--- config.mk ---
export PLATFORM = sky130hd
export DESIGN_NAME = quote_scheduler
export DESIGN_NICKNAME = d
export VERILOG_FILES = /design/src/rtl/quote_scheduler.sv
export SDC_FILE = /design/constraint.sdc
export NUM_CORES = 1
export LEC_CHECK = 0
export CORE_UTILIZATION = 51
export DETAILED_ROUTE_END_ITERATION = 7
export GPL_TIMING_DRIVEN = 0
export PLACE_DENSITY = 0.76
export SYNTH_ARGS = -nofsm -noshare
export SYNTH_HDL_FRONTEND = slang
export SYNTH_SLANG_ARGS = --single-unit
--- constraint.sdc ---
create_clock -name i_clk -period 10 [get_ports i_clk]
set_input_delay 2 -clock i_clk [delete_from_list [all_inputs] [get_ports i_clk]]
set_output_delay 2 -clock i_clk [all_outputs]
set_load 0.01 [all_outputs]
--- src/rtl/quote_scheduler.sv ---
// Per-stock quote slots with round-robin issue to a ready/valid downstream port.
// Optional per-stock issue throttle enabled by defining QUOTE_SCHED_THROTTLE_EN.
module quote_scheduler #(
    parameter int NUM_STOCKS = 4,
    parameter int DATA_WIDTH = 32,
    parameter int QTY_WIDTH  = 33,
    parameter int MIN_GAP    = 8
) (
    input  logic                          i_clk,
    input  logic                          i_reset,
    input  logic                          i_quote_valid,
    input  logic [$clog2(NUM_STOCKS)-1:0] i_stock_id,
    input  logic [DATA_WIDTH-1:0]         i_buy_price,
    input  logic [DATA_WIDTH-1:0]         i_sell_price,
    input  logic [QTY_WIDTH-1:0]          i_quantity,
    input  logic                          i_book_is_busy,
    input  logic                          i_out_ready,
    output logic                          o_quote_valid,
    output logic [$clog2(NUM_STOCKS)-1:0] o_stock_id,
    output logic [DATA_WIDTH-1:0]         o_buy_price,
    output logic [DATA_WIDTH-1:0]         o_sell_price,
    output logic [QTY_WIDTH-1:0]          o_quantity,
    output logic [NUM_STOCKS-1:0]         o_pending,
    output logic [15:0]                   o_drop_count
);
    localparam int IW = $clog2(NUM_STOCKS);
    localparam logic [0:0] ST_IDLE = 1'b0;
    localparam logic [0:0] ST_SEND = 1'b1;

    if (MIN_GAP < 0 || NUM_STOCKS < 2 || (NUM_STOCKS & (NUM_STOCKS - 1)) != 0) begin : g_param_check
        $error("quote_scheduler: NUM_STOCKS must be a power of 2 >= 2 and MIN_GAP >= 0");
    end

    logic [DATA_WIDTH-1:0] buy_r  [NUM_STOCKS];
    logic [DATA_WIDTH-1:0] sell_r [NUM_STOCKS];
    logic [QTY_WIDTH-1:0]  qty_r  [NUM_STOCKS];
    logic [NUM_STOCKS-1:0] pending_r;
    logic [0:0]            state_r;
    logic [IW-1:0]         winner_r;
    logic [IW-1:0]         rr_ptr_r;
    logic                  dirty_r;
    logic [15:0]           drop_count_r;

    logic [NUM_STOCKS-1:0] eligible_s;
    logic [IW-1:0]         cand_s;
    logic [IW-1:0]         grant_s;
    logic                  grant_found_s;
    logic                  issue_s;
    logic                  handshake_s;
    logic                  wr_in_flight_s;
    logic                  drop_s;

`ifdef QUOTE_SCHED_THROTTLE_EN
    localparam int TW = (MIN_GAP > 1) ? $clog2(MIN_GAP + 1) : 1;
    logic [TW-1:0] throttle_r [NUM_STOCKS];

    // Eligibility: pending and out of its post-issue quiet period
    always_comb begin
        eligible_s = {NUM_STOCKS{1'b0}};
        for (int s = 0; s < NUM_STOCKS; s++) begin
            eligible_s[s] = pending_r[s] && (throttle_r[s] == {TW{1'b0}});
        end
    end

    // Throttle counters: reload on handshake, count down to zero
    always_ff @(posedge i_clk) begin
        for (int s = 0; s < NUM_STOCKS; s++) begin
            if (i_reset) begin
                throttle_r[s] <= {TW{1'b0}};
            end else if (handshake_s && winner_r == IW'(s)) begin
                throttle_r[s] <= TW'(MIN_GAP);
            end else if (throttle_r[s] != {TW{1'b0}}) begin
                throttle_r[s] <= throttle_r[s] - 1'b1;
            end else begin
                throttle_r[s] <= throttle_r[s];
            end
        end
    end
`else
    assign eligible_s = pending_r;
`endif

    // Round-robin search starting at rr_ptr_r
    always_comb begin
        grant_found_s = 1'b0;
        grant_s       = rr_ptr_r;
        cand_s        = rr_ptr_r;
        for (int k = 0; k < NUM_STOCKS; k++) begin
            cand_s        = rr_ptr_r + IW'(k);
            grant_s       = (!grant_found_s && eligible_s[cand_s]) ? cand_s : grant_s;
            grant_found_s = grant_found_s | eligible_s[cand_s];
        end
    end

    // A write into the quote being issued/presented is not a drop unless it replaces an earlier unissued rewrite
    always_comb begin
        issue_s        = (state_r == ST_IDLE) && !i_book_is_busy && grant_found_s;
        handshake_s    = (state_r == ST_SEND) && i_out_ready;
        wr_in_flight_s = i_quote_valid &&
                         (((state_r == ST_SEND) && (i_stock_id == winner_r)) ||
                          (issue_s && (i_stock_id == grant_s)));
        drop_s         = i_quote_valid && pending_r[i_stock_id] &&
                         (!wr_in_flight_s || ((state_r == ST_SEND) && dirty_r));
    end

    // Slot storage and pending flags
    always_ff @(posedge i_clk) begin
        for (int s = 0; s < NUM_STOCKS; s++) begin
            if (i_reset) begin
                buy_r[s]     <= {DATA_WIDTH{1'b0}};
                sell_r[s]    <= {DATA_WIDTH{1'b0}};
                qty_r[s]     <= {QTY_WIDTH{1'b0}};
                pending_r[s] <= 1'b0;
            end else if (i_quote_valid && i_stock_id == IW'(s)) begin
                buy_r[s]     <= i_buy_price;
                sell_r[s]    <= i_sell_price;
                qty_r[s]     <= i_quantity;
                pending_r[s] <= 1'b1;
            end else if (handshake_s && winner_r == IW'(s) && !dirty_r) begin
                pending_r[s] <= 1'b0;
            end else begin
                pending_r[s] <= pending_r[s];
            end
        end
    end

    // Issue FSM and presented-quote registers
    always_ff @(posedge i_clk) begin
        if (i_reset) begin
            state_r       <= ST_IDLE;
            winner_r      <= {IW{1'b0}};
            rr_ptr_r      <= {IW{1'b0}};
            dirty_r       <= 1'b0;
            o_quote_valid <= 1'b0;
            o_stock_id    <= {IW{1'b0}};
            o_buy_price   <= {DATA_WIDTH{1'b0}};
            o_sell_price  <= {DATA_WIDTH{1'b0}};
            o_quantity    <= {QTY_WIDTH{1'b0}};
        end else begin
            case (state_r)
                ST_IDLE: begin
                    if (issue_s) begin
                        state_r       <= ST_SEND;
                        winner_r      <= grant_s;
                        dirty_r       <= wr_in_flight_s;
                        o_quote_valid <= 1'b1;
                        o_stock_id    <= grant_s;
                        o_buy_price   <= buy_r[grant_s];
                        o_sell_price  <= sell_r[grant_s];
                        o_quantity    <= qty_r[grant_s];
                    end else begin
                        o_quote_valid <= 1'b0;
                    end
                end
                ST_SEND: begin
                    if (handshake_s) begin
                        state_r       <= ST_IDLE;
                        rr_ptr_r      <= winner_r + 1'b1;
                        dirty_r       <= 1'b0;
                        o_quote_valid <= 1'b0;
                    end else begin
                        dirty_r       <= dirty_r | wr_in_flight_s;
                    end
                end
                default: begin
                    state_r       <= ST_IDLE;
                    dirty_r       <= 1'b0;
                    o_quote_valid <= 1'b0;
                end
            endcase
        end
    end

    // Saturating count of overwritten, never-issued quotes
    always_ff @(posedge i_clk) begin
        if (i_reset) begin
            drop_count_r <= 16'd0;
        end else if (drop_s && drop_count_r != 16'hFFFF) begin
            drop_count_r <= drop_count_r + 16'd1;
        end else begin
            drop_count_r <= drop_count_r;
        end
    end

    assign o_pending    = pending_r;
    assign o_drop_count = drop_count_r;

endmodule

# After elaboration in Yosys (flattened, before gate mapping)
# Memory sizes are Yosys's and may differ from the RTL's. A register that Yosys moved wholly into a read port is not among the register bits.
# Cells that the tools add are included.
# classes
eq_ne,11
multipliers,0
div_mod_pow,0
n_mux,55
shift,0
reduce_logical,41
add_sub_neg,5
magnitude_cmp,5
bitwise,17
# ops
operator,count
32-bit 2-to-1 mux,8
33-bit 2-to-1 mux,4
1-bit 2-to-1 mux,32
1-bit logical AND,25
16-bit by 1-bit adder with 16-bit output (second input constant),1
16-bit inequality test (second input constant),1
1-bit bitwise OR,16
2-bit by 3-bit < comparator with 1-bit output (second input constant),5
1-bit binary-select mux with 2-bit select,5
2-bit equality test (second input constant),4
2-bit nonzero test,4
1-bit logical NOT,6
2-bit 2-to-1 mux,3
1-bit one-hot mux with 2 select lines,3
2-bit by 1-bit adder with 2-bit output (second input constant),2
2-bit adder (second input constant),2
2-bit by 1-bit equality test with 1-bit output (second input constant),2
2-bit equality test,2
2-bit logical NOT,2
2-bit AND reduction,2
1-bit logical OR,2
2-bit by 1-bit inequality test with 1-bit output (second input constant),1
2-bit inequality test (second input constant),1
1-bit inverter,1
# totals
ram_bits,388
register_bits,27
n_memories,3
mem_bits_ro,0
latchBits,0
output_inout_bits,120
# memory_table
name,depth,word_bits,read_ports,rd_ports_with_merged_regs,wr,line_no,rtl
qty_r,4,33,1,1,4,36,logic [QTY_WIDTH-1:0] qty_r [NUM_STOCKS];
buy_r,4,32,1,1,4,34,logic [DATA_WIDTH-1:0] buy_r [NUM_STOCKS];
sell_r,4,32,1,1,4,35,logic [DATA_WIDTH-1:0] sell_r [NUM_STOCKS];

# Logic depth before layout (Yosys ltp)
# Gate-level depths: netlist of run 1.
# logic_depth
depth_word,16
mapped_depth,11

# Worst setup path after synthesis of run 1
# No wires, ideal clock.
# synth_timing
path_type,in2reg
from,input i_stock_id[1]
to,"memory buy_r[2][0], enable pin"
path_slack_ns,0.190
t_required_ns,9.314
n_path_buf,1
stages,3
t_arrival_ns,9.124
setup_time_ns,0.686
cell_sequence,clkbuf_1 -> nand2_1 -> o21ai_0
# synth_lines
element,line_no,rtl
from (decl),12,"input logic [$clog2(NUM_STOCKS)-1:0] i_stock_id,"
to (decl),34,

==> results.ini, run 1 <==
[global_route]
grt_first_pass_wirelength_um=78600
antenna_found_initial=9
grt_max_degree=57
grt_overflow=0
track_usage_pct=25.6
grt_pass1_vias=12991

[pwr]
power_frac_comb_pct=10.9
power_leakage_nw=9.35
power_switching_mw=1.13
sw_frac_of_total_pct=22.9
p_int_mw=3.81
clockPowerShare_pct=38.7
ir_drop_uv=178
pwr_density_cell_nw_per_um2=191
p_total_mw=4.94
seqPwrFrac_pct=50.5

[synthesis]
yosys.area_share.simple_pct=13.7
synth_nets=1463
synth_top_family_by_area=simple AND/OR/NAND/NOR gates
synthAdderAreaFrac_pct=0.297
synth_mux_area_share_pct=10.8
synth_seq_area_share_pct=67.2
async_flop_share_pct=0
synth_flop_cell=edfxtp_1
ys_ff_latch=512
synthXorXnorAreaFrac_pct=0.202
synth_compound_area_share_pct=5.68
synth_area_um2=21000
synth-edff-count=388
netlist_instances=1354
synthDistinctLibCells=51
synth_warnings=0
synth_area_per_cell_um2=15.5

[worst_setup_path]
crit_top_cell=clkbuf_1
arrival_ns=5.54
cp_max_fo=10
crit_path_start_kind=input port
worstPathRequired_ns=10.45
path_buf_inv=4
critPathTopFamily=buffers and inverters
cp_slowest_cell=nor3b_2
cp_slowest_stage_delay_ns=0.90
worstSetupEndpointType=flip-flop
crit_chain=clkdlybuf4s50_1, nor2b_1, clkbuf_1, nor3b_2, clkbuf_1, clkbuf_1, and2_1
crit_type=in2reg

[route]
vias=12786
route.final.wire_length_um=53000
wire_per_inst_um=23.9
first_pass_iters=5
ant_nets=0
route.detailed.drc=0
avgViaCountPerCell=5.78
first_iter_violations=879

[finish]
fin_cells=2214
layout.nets=1746
area_growth_pct=22.9
layout_commonest_cell=edfxtp_1
stdcell_area_um2=25900
final_layout_size_suffix_gt1_share_pct=12.9
final_cell_mix=388 x edfxtp_1, 291 x and2_1, 221 x clkdlybuf4s50_1
nFillCells=3041

[floorplan]
coreArea_um2=40700
num_rows=74
die_w_um=205
start_util_pct=51.7
ios=224
die_h_um=205
dieArea_um2=42100

[clock_network]
cts.sinks=512
ctsHoldBuffers=0
cts_buffer_depth=3
cts_tree=built
htree_levels=2
cts_setup_buffers=0
cts.reportedPaths.clkPinSlew_ns=0.06
cts_resized=0
cts_inserted_buffers=52
cts_root_buffer=clkbuf_16
clkLatencyLatePin_ns=0.60

[place]
place_ws_ns=4.28
post-dp-hpwl_um=33900
gp_congestion=0.882
dpl_cell_area_um2=24200
place_inst=2115
port_buffers=221

[run]
maxCapViolCount=0

[hold_path]
hold_class=reg2reg

[sta]
skew_ns=0.0241
slew_viol_final=0
hold_slack_ns=0.472
hold_viol=0
post-route-period-util_pct=50.9
fin_crit_ns=5.09
worst_slack_ns=4.91
grt_setup_unrepaired=false
setup_viol=0
worstMarginPinSlew_ns=1.15
relSlewSlack_pct=23.4
fmax_ghz=0.196

[run_status]
status=finished clean

cells in the mapped netlist, types with 7 or more instances:
| library cell | count | area share [%] |
|---|---|---|
| a22o_1 | 97 | 4.0 |
| and2_1 | 291 | 8.7 |
| o31ai_1 | 7 | 0.25 |
| nor2_1 | 17 | 0.30 |
| clkbuf_1 | 87 | 1.6 |
| mux4_2 | 98 | 10 |
| and3_1 | 99 | 2.9 |
| edfxtp_1 | 388 | 55 |
| dfxtp_1 | 124 | 12 |
| a21oi_1 | 15 | 0.36 |
| nand2_1 | 21 | 0.37 |
| inv_1 | 8 | 0.14 |
| nand3_1 | 8 | 0.19 |
| buf_2 | 12 | 0.29 |
| nor2b_1 | 8 | 0.24 |
through the flow:
| step | utilization [%] | setup TNS [ns] |
|---|---|---|
| 3_5_place_dp | 59.4 | 0 |
| 4_1_cts | 63.5 | 0 |
| 6_report | 63.5 | 0 |
| 3_3_place_gp | 58.7 | -590.32 |
| 2_1_floorplan | - | 0 |
| 5_1_grt | 63.5 | 0 |
power by group through the flow:
stage	clock, mW	sequential, mW	combinational (mW)
6_report	1.91	2.50	0.538
5_1_grt	2.01	2.51	0.572
4_1_cts	1.93	2.50	0.543
3_5_place_dp	0	2.54	0.541
3_3_place_gp	0	2.55	0.518
2_1_floorplan	0	2.55	0.279
registers in the layout, indices dropped and copies added, names as in the netlist:
register / count
o_buy_price: 32
qty_r: 132
o_drop_count: 16
o_quantity: 33
o_pending: 4
sell_r: 128
dirty_r: 1
rr_ptr_r: 2
winner_r: 2
state_r: 1
o_sell_price: 32
buy_r: 128
o_quote_valid: 1
worst paths after layout:
path | from | end | slack (ns) | depth (start not counted)
setup / recovery | i_quote_valid | qty_r[2][21] | 4.91 | 7
hold / removal | o_quantity[7] | o_quantity[7] | 0.47 | 1
hold reg to reg | o_quantity[7] | o_quantity[7] | 0.47 | 1
setup reg to reg | o_pending[3] | o_sell_price[25] | 6.46 | 6
cell families after synthesis:
kind of cell / Yosys count
compound gates: 145
fa+ha+maj: 5
simple gates: 471
mux: 103
flops: 512
xor+xnor: 4
buf+inv: 114
area by class of cell:
| cell class | instances | area [um^2] | area share, % |
|---|---|---|---|
| antenna | 2 | 5.00 | 0.0194 |
| inverter | 9 | 33.8 | 0.131 |
| clock buffer | 75 | 1480 | 5.72 |
| sequential | 512 | 14100 | 54.7 |
| tap | 532 | 666 | 2.57 |
| timing repair buffer | 229 | 2430 | 9.41 |
| buffer | 105 | 432 | 1.67 |
| multi-input combinational | 728 | 6480 | 25.1 |
| clock inverter | 22 | 190 | 0.736 |
per-layer routing:
metal / up-vias / GRT usage, % / share of wire, %
li1: 5720 / - / -
met1: 6461 / 33.5 / 39
met2: 496 / 42.7 / 50
met3: 97 / 4.98 / 7.5
met4: 12 / 9.02 / 2.6
met5: - / 0 / 0.16
(Power assumes the default switching activity.)
==> run 2: changes to the inputs <==
- CORE_UTILIZATION: 51 -> 57
- PLACE_DENSITY: 0.76 -> 0.8
- clock period: 10 -> 5.2 ns (I/O delays scaled with it)
==> run 2 against run 1 <==
Clock skew down 0.012 ns. First-iteration DRC count up 15%. Power up 87%. Worst setup slack worse by 3.8 ns. Wire length down 3.2%. Via count up 0.89%. Clock-buffer cell count down 6. Global-route usage up 2.0 points. Register-to-register slack worse by 4.7 ns. Sequential power up 92%. Critical path depth unchanged. Flip-flop and latch count unchanged. Critical endpoint is now qty_r[2][10]. Largest cell class unchanged.
==> results.ini, run 2 (synthesized netlist as in run 1, its figures left out) <==
[route]
vias=12900  ; +0.89%
first_iter_violations=1015  ; +15%
first_pass_iters=5  ; unchanged
wire_per_inst_um=23.9  ; about the same
route.final.wire_length_um=51300  ; -3.2%
ant_nets=0  ; unchanged
avgViaCountPerCell=6.01  ; +4.1%
route.detailed.drc=0  ; unchanged

[worst_setup_path]
r2r-end=o_sell_price[22]
critPathLaunch=i_quote_valid
crit_path_start_kind=input port
cp_slowest_stage_delay_ns=0.95  ; +0.05 ns
cp_max_fo=10  ; unchanged
arrival_ns=4.58  ; -0.96 ns
reg2reg_depth=6  ; unchanged
worstPathRequired_ns=5.65  ; -4.80 ns
r2r_start=o_pending[3]
crit_top_cell=clkbuf_1
worstSetupEndpointType=flip-flop
cp_slowest_cell=nor3b_2
crit_chain=clkdlybuf4s50_1, nor2b_1, clkbuf_1, nor3b_2, clkbuf_1, clkbuf_1, and2_1
rrSetupSlack_ns=1.78  ; -4.68 ns
path_buf_inv=4  ; unchanged
critPathTopFamily=buffers and inverters
path_depth=7  ; unchanged
crit_type=in2reg
crit_path_end=qty_r[2][10]

[global_route]
grt_pass1_vias=13395  ; +3.1%
antenna_found_initial=8  ; -1
grt_overflow=0  ; unchanged
grt_max_degree=56  ; -1.8%
track_usage_pct=27.6  ; +2.0 points
grt_first_pass_wirelength_um=77500  ; -1.4%

[place]
gp_congestion=0.859  ; -2.6%
port_buffers=221  ; unchanged
dpl_cell_area_um2=24100  ; -0.54%
post-dp-hpwl_um=32800  ; -3.2%
place_ws_ns=0.558  ; -3.73 ns
place_inst=2050  ; -3.1%

[sta]
setup_viol=0  ; unchanged
fin_crit_ns=4.13
relSlewSlack_pct=23.0  ; -0.40 points
hold_viol=0  ; unchanged
hold_slack_ns=0.474  ; +0.00201 ns
worstMarginPinSlew_ns=1.15  ; +0.00598 ns
skew_ns=0.0120  ; -0.0121 ns
fin_setup_tns_ns=0  ; unchanged
slew_viol_final=0  ; unchanged
fmax_ghz=0.242
post-route-period-util_pct=79.4
worst_slack_ns=1.07  ; -3.84 ns
grt_setup_unrepaired=false

[floorplan]
coreArea_um2=36400  ; -11%
die_w_um=194  ; -5.4%
dieArea_um2=37700  ; -10%
num_rows=70  ; -5.4%
die_h_um=194  ; -5.4%
start_util_pct=57.8  ; +6.1 points
ios=224  ; unchanged

[pwr]
power_switching_mw=2.13  ; +88%
power_frac_comb_pct=10.9  ; about the same
power_leakage_nw=9.27  ; -0.80%
pwr_density_cell_nw_per_um2=362  ; +89%
sw_frac_of_total_pct=22.9  ; about the same
p_int_mw=7.14  ; +87%
p_total_mw=9.27  ; +87%
ir_drop_uv=274  ; +54%
seqPwrFrac_pct=51.8  ; +1.3 points
clockPowerShare_pct=37.3  ; -1.4 points

[finish]
multi_input_area_um2=6480  ; unchanged
layout.nets=1743  ; -0.17%
stdcell_area_um2=25600  ; -0.96%
largest_reg_flops=132  ; unchanged
top_regs=qty_r x132, buy_r x128, sell_r x128
final_util_pct=70.3  ; +6.8 points
regMostFlops=qty_r
final_layout_size_suffix_gt1_share_pct=12.5  ; -0.31 points
ff_latch_area_um2=14100  ; unchanged
layout_commonest_cell=edfxtp_1
area_growth_pct=21.7
final_cell_mix=388 x edfxtp_1, 291 x and2_1, 221 x clkdlybuf4s50_1
fin_cells=2145  ; -3.1%
nFillCells=2402  ; -21%

[clock_network]
cts_buffer_depth=3  ; unchanged
cts.reportedPaths.clkPinSlew_ns=0.06  ; about the same
cts.sinks=512  ; unchanged
cts_inserted_buffers=50  ; -3.8%
htree_levels=2  ; unchanged
cts_tree=built
cts_resized=0  ; unchanged
cts_setup_buffers=0  ; unchanged
cts_root_buffer=clkbuf_16
ctsHoldBuffers=0  ; unchanged
clkLatencyLatePin_ns=0.59  ; about the same

[hold_path]
hold_class=reg2reg

[run_status]
status=finished clean

[run]
maxCapViolCount=0  ; unchanged

[run 2: cell count changes in the layout (fill, tap and decap cells not counted)]
cell,previous run,this run
buf_16,8,4
clkbuf_1,102,98
clkinv_1,8,12
buf_12,0,3
bufinv_16,3,1
clkbuf_16,53,51
clkinv_2,8,9
clkinvlp_4,1,0
diode_2,2,3
inv_6,2,1
[run 2: layer usage]
metal	vias up	global-route usage [%]	wire (um)
met5	-	0	47
li1	5712	-	-
met2	508	47.7	26100
met3	109	5.76	3910
met1	6565	34.7	19600
met4	6	9.73	1640
[run 2: final cells by class]
| cell class | instances | share of cell area, % |
|---|---|---|
| flip-flops and latches | 512 | 55.2 |
| multi-input cells | 728 | 25.3 |
| repair buffers | 228 | 9.30 |
| clock buffers | 69 | 5.52 |
| well taps | 468 | 2.29 |
| plain buffers | 105 | 1.69 |
| clock inverters | 23 | 0.523 |
| inverters | 9 | 0.132 |
| diodes | 3 | 0.0293 |
[run 2: worst min-delay path by stage]
stage                                from              end  slack (ns)  cells after the start
after global routing      o_sell_price[1]  o_sell_price[1]        0.50                      1
after detailed placement   o_quantity[22]   o_quantity[22]        0.46                      1
final                      o_quantity[22]   o_quantity[22]        0.47                      1
after global placement     o_quantity[14]   o_quantity[14]        0.46                      1
after floorplan               rr_ptr_r[1]      rr_ptr_r[1]        0.48                      2
after CTS                  o_quantity[12]   o_quantity[12]        0.48                      1
[run 2: power by group through the flow]
stage | combinational [mW] | sequential [mW] | clock (mW)
2_1_floorplan | 0.538 | 4.89 | 0
3_3_place_gp | 0.974 | 4.89 | 0
3_5_place_dp | 1.01 | 4.89 | 0
4_1_cts | 1.02 | 4.80 | 3.47
5_1_grt | 1.07 | 4.83 | 3.63
6_report | 1.01 | 4.80 | 3.45
==> run 3: changes to the inputs <==
- clock period: 5.2 -> 3.9 ns (I/O delays scaled with it)
==> run 3 against run 2 <==
Core utilization rose by 0.18 points. First-iteration DRC count grew 4.7%. Combinational power is 34% higher. Clock skew increased by 0.011 ns. Final cell count rose by 0.19%. Worst setup slack got worse by 0.78 ns. Hold slack about the same. Highest routed layer unchanged. Register-to-register slack worse by 1.3 ns.
==> results.ini, run 3 (synthesized netlist as in run 1, its figures left out) <==
[worst_setup_path]
crit_path_start_kind=input port
arrival_ns=4.05  ; -0.53 ns
critPathLaunch=i_quote_valid
cp_max_fo=10  ; unchanged
crit_type=in2reg
r2r-end=dirty_r
worstPathRequired_ns=4.34  ; -1.31 ns
r2r_start=o_pending[3]
rrSetupSlack_ns=0.52  ; -1.26 ns
reg2reg_depth=6  ; unchanged
worstSetupEndpointType=flip-flop

[sta]
skew_ns=0.0227  ; +0.0107 ns
fin_crit_ns=3.61
hold_viol=0  ; unchanged
grt_setup_unrepaired=false
worstMarginPinSlew_ns=1.25  ; +0.0955 ns
setup_viol=0  ; unchanged
slew_viol_final=0  ; unchanged
fmax_ghz=0.277
post-route-period-util_pct=92.5
hold_slack_ns=0.475  ; +0.000316 ns
relSlewSlack_pct=16.6  ; -6.4 points

[place]
post-dp-hpwl_um=33200  ; +1.1%
place_inst=2050  ; unchanged
port_buffers=221  ; unchanged
gp_congestion=0.841  ; -2.1%

[floorplan]
coreArea_um2=36400  ; unchanged
die_w_um=194  ; unchanged
ios=224  ; unchanged
start_util_pct=57.8  ; unchanged
dieArea_um2=37700  ; unchanged
die_h_um=194  ; unchanged
num_rows=70  ; unchanged

[clock_network]
clkLatencyLatePin_ns=0.60  ; about the same
cts_inserted_buffers=51  ; +2.0%
cts_setup_buffers=0  ; unchanged
cts_buffer_depth=3  ; unchanged
cts_tree=built
cts_root_buffer=clkbuf_16
cts.reportedPaths.clkPinSlew_ns=0.05  ; about the same
cts.sinks=512  ; unchanged
htree_levels=2  ; unchanged

[global_route]
grt_overflow=0  ; unchanged
grt_pass1_vias=12953  ; -3.3%
grt_max_degree=98  ; +75%
track_usage_pct=27.5  ; -0.10 points
grt_first_pass_wirelength_um=77200  ; -0.45%
antenna_found_initial=4  ; -4

[finish]
layout.nets=1744  ; +0.057%
final_util_pct=70.5  ; +0.18 points
final_cell_mix=388 x edfxtp_1, 291 x and2_1, 221 x clkdlybuf4s50_1
layout_commonest_cell=edfxtp_1
final_layout_size_suffix_gt1_share_pct=12.7  ; +0.15 points
regMostFlops=qty_r
fin_cells=2149  ; +0.19%
area_growth_pct=22.0
top_regs=qty_r x132, buy_r x128, sell_r x128
largest_reg_flops=132  ; unchanged

[hold_path]
min_from=o_quantity[18]
hold_end=o_quantity[18]
hold_class=reg2reg
hold_path_depth=1  ; unchanged

[route]
route.detailed.drc=0  ; unchanged
vias=12887  ; -0.10%
wire_per_inst_um=23.8  ; -0.28%
ant_nets=0  ; unchanged
avgViaCountPerCell=6.00  ; -0.29%
route.final.wire_length_um=51300  ; about the same
first_pass_iters=7  ; +2
first_iter_violations=1063  ; +4.7%

[pwr]
p_total_mw=12.5  ; +34%
ir_drop_uv=411  ; +50%
power_leakage_nw=9.28  ; +0.13%
pwr_density_cell_nw_per_um2=486  ; +34%

[run_status]
status=finished clean

[run]
maxCapViolCount=0  ; unchanged

==> run 3: changes by cell type in the layout (fill, tap and decap cells not counted) <==
cell / change
nand2_4: -1
clkinv_2: -3
clkbuf_16: +1
clkinvlp_4: +3
clkinv_4: -1
nand2_8: +1
clkbuf_2: +1
buf_12: +1
clkbuf_8: +1
clkinv_8: +1
clkbuf_1: +6
buf_16: -1
clkinv_1: -5
==> run 3: layout make-up <==
| cell class | instances | area (um^2) |
|---|---|---|
| Antenna cell | 3 | 7.51 |
| Buffer | 105 | 433 |
| Clock buffer | 78 | 1480 |
| Clock inverter | 18 | 130 |
| Fill cell | 2367 | 10800 |
| Inverter | 9 | 33.8 |
| Multi-Input combinational cell | 728 | 6490 |
| Sequential cell | 512 | 14100 |
| Tap cell | 468 | 586 |
| Timing Repair Buffer | 228 | 2370 |
==> run 3: through the flow <==
stage / setup TNS [ns] / instance area, um^2 / worst slack (ns)
after floorplan: -3.46 / 21100 / -0.0357
after global placement: -648.16 / 23900 / -2.68
after CTS: 0 / 25700 / 0.0523
after global routing: 0 / 25700 / 0.196
after detailed placement: -24.38 / 24100 / -0.492
final: 0 / 25700 / 0.292
==> run 3: metal layers <==
| metal | vias up | wire, um | share of wire (%) | GRT usage (%) |
|---|---|---|---|---|
| li1 | 5727 | - | - | - |
| met1 | 6545 | 20100 | 39 | 36.3 |
| met2 | 522 | 26000 | 51 | 46.8 |
| met3 | 89 | 3850 | 7.5 | 4.80 |
| met4 | 4 | 1320 | 2.6 | 8.79 |
| met5 | - | 31 | 0.060 | 0 |
==> run 3: worst max-delay path by stage <==
stage                              end  slack (ns)  cells past startpoint
after global placement     buy_r[3][7]       -2.68                      4
after global routing      buy_r[1][19]        0.20                      8
after detailed placement  buy_r[1][16]       -0.49                      8
after floorplan            buy_r[3][0]       -0.04                      3
final                     qty_r[2][22]        0.29                      7
after CTS                  qty_r[2][3]        0.05                      7
==> run 3: worst max-delay path: stages <==
cell and delay, ns:
clkdlybuf4s50_1 0.67, nor2b_1 0.24, clkbuf_2 0.36, nor3b_2 0.87, clkbuf_1 0.47, clkbuf_1 0.43, and2_1 0.21
==> run 3: power breakdown <==
part           internal (mW)  switching (mW)  total (mW)  leakage [nW]
Combinational          0.673           0.680        1.35          3.68
Clock                   2.68            2.03        4.71         0.778
Sequential              6.26           0.142        6.40          4.82
Total                   9.62            2.85        12.5          9.28
==> run 3: timing repair <==
action                     4_1_cts  5_1_grt
setup endpoints to repair        0       40
hold endpoints to repair         0        0
gates resized for setup          0        2
hold buffers                     0        0
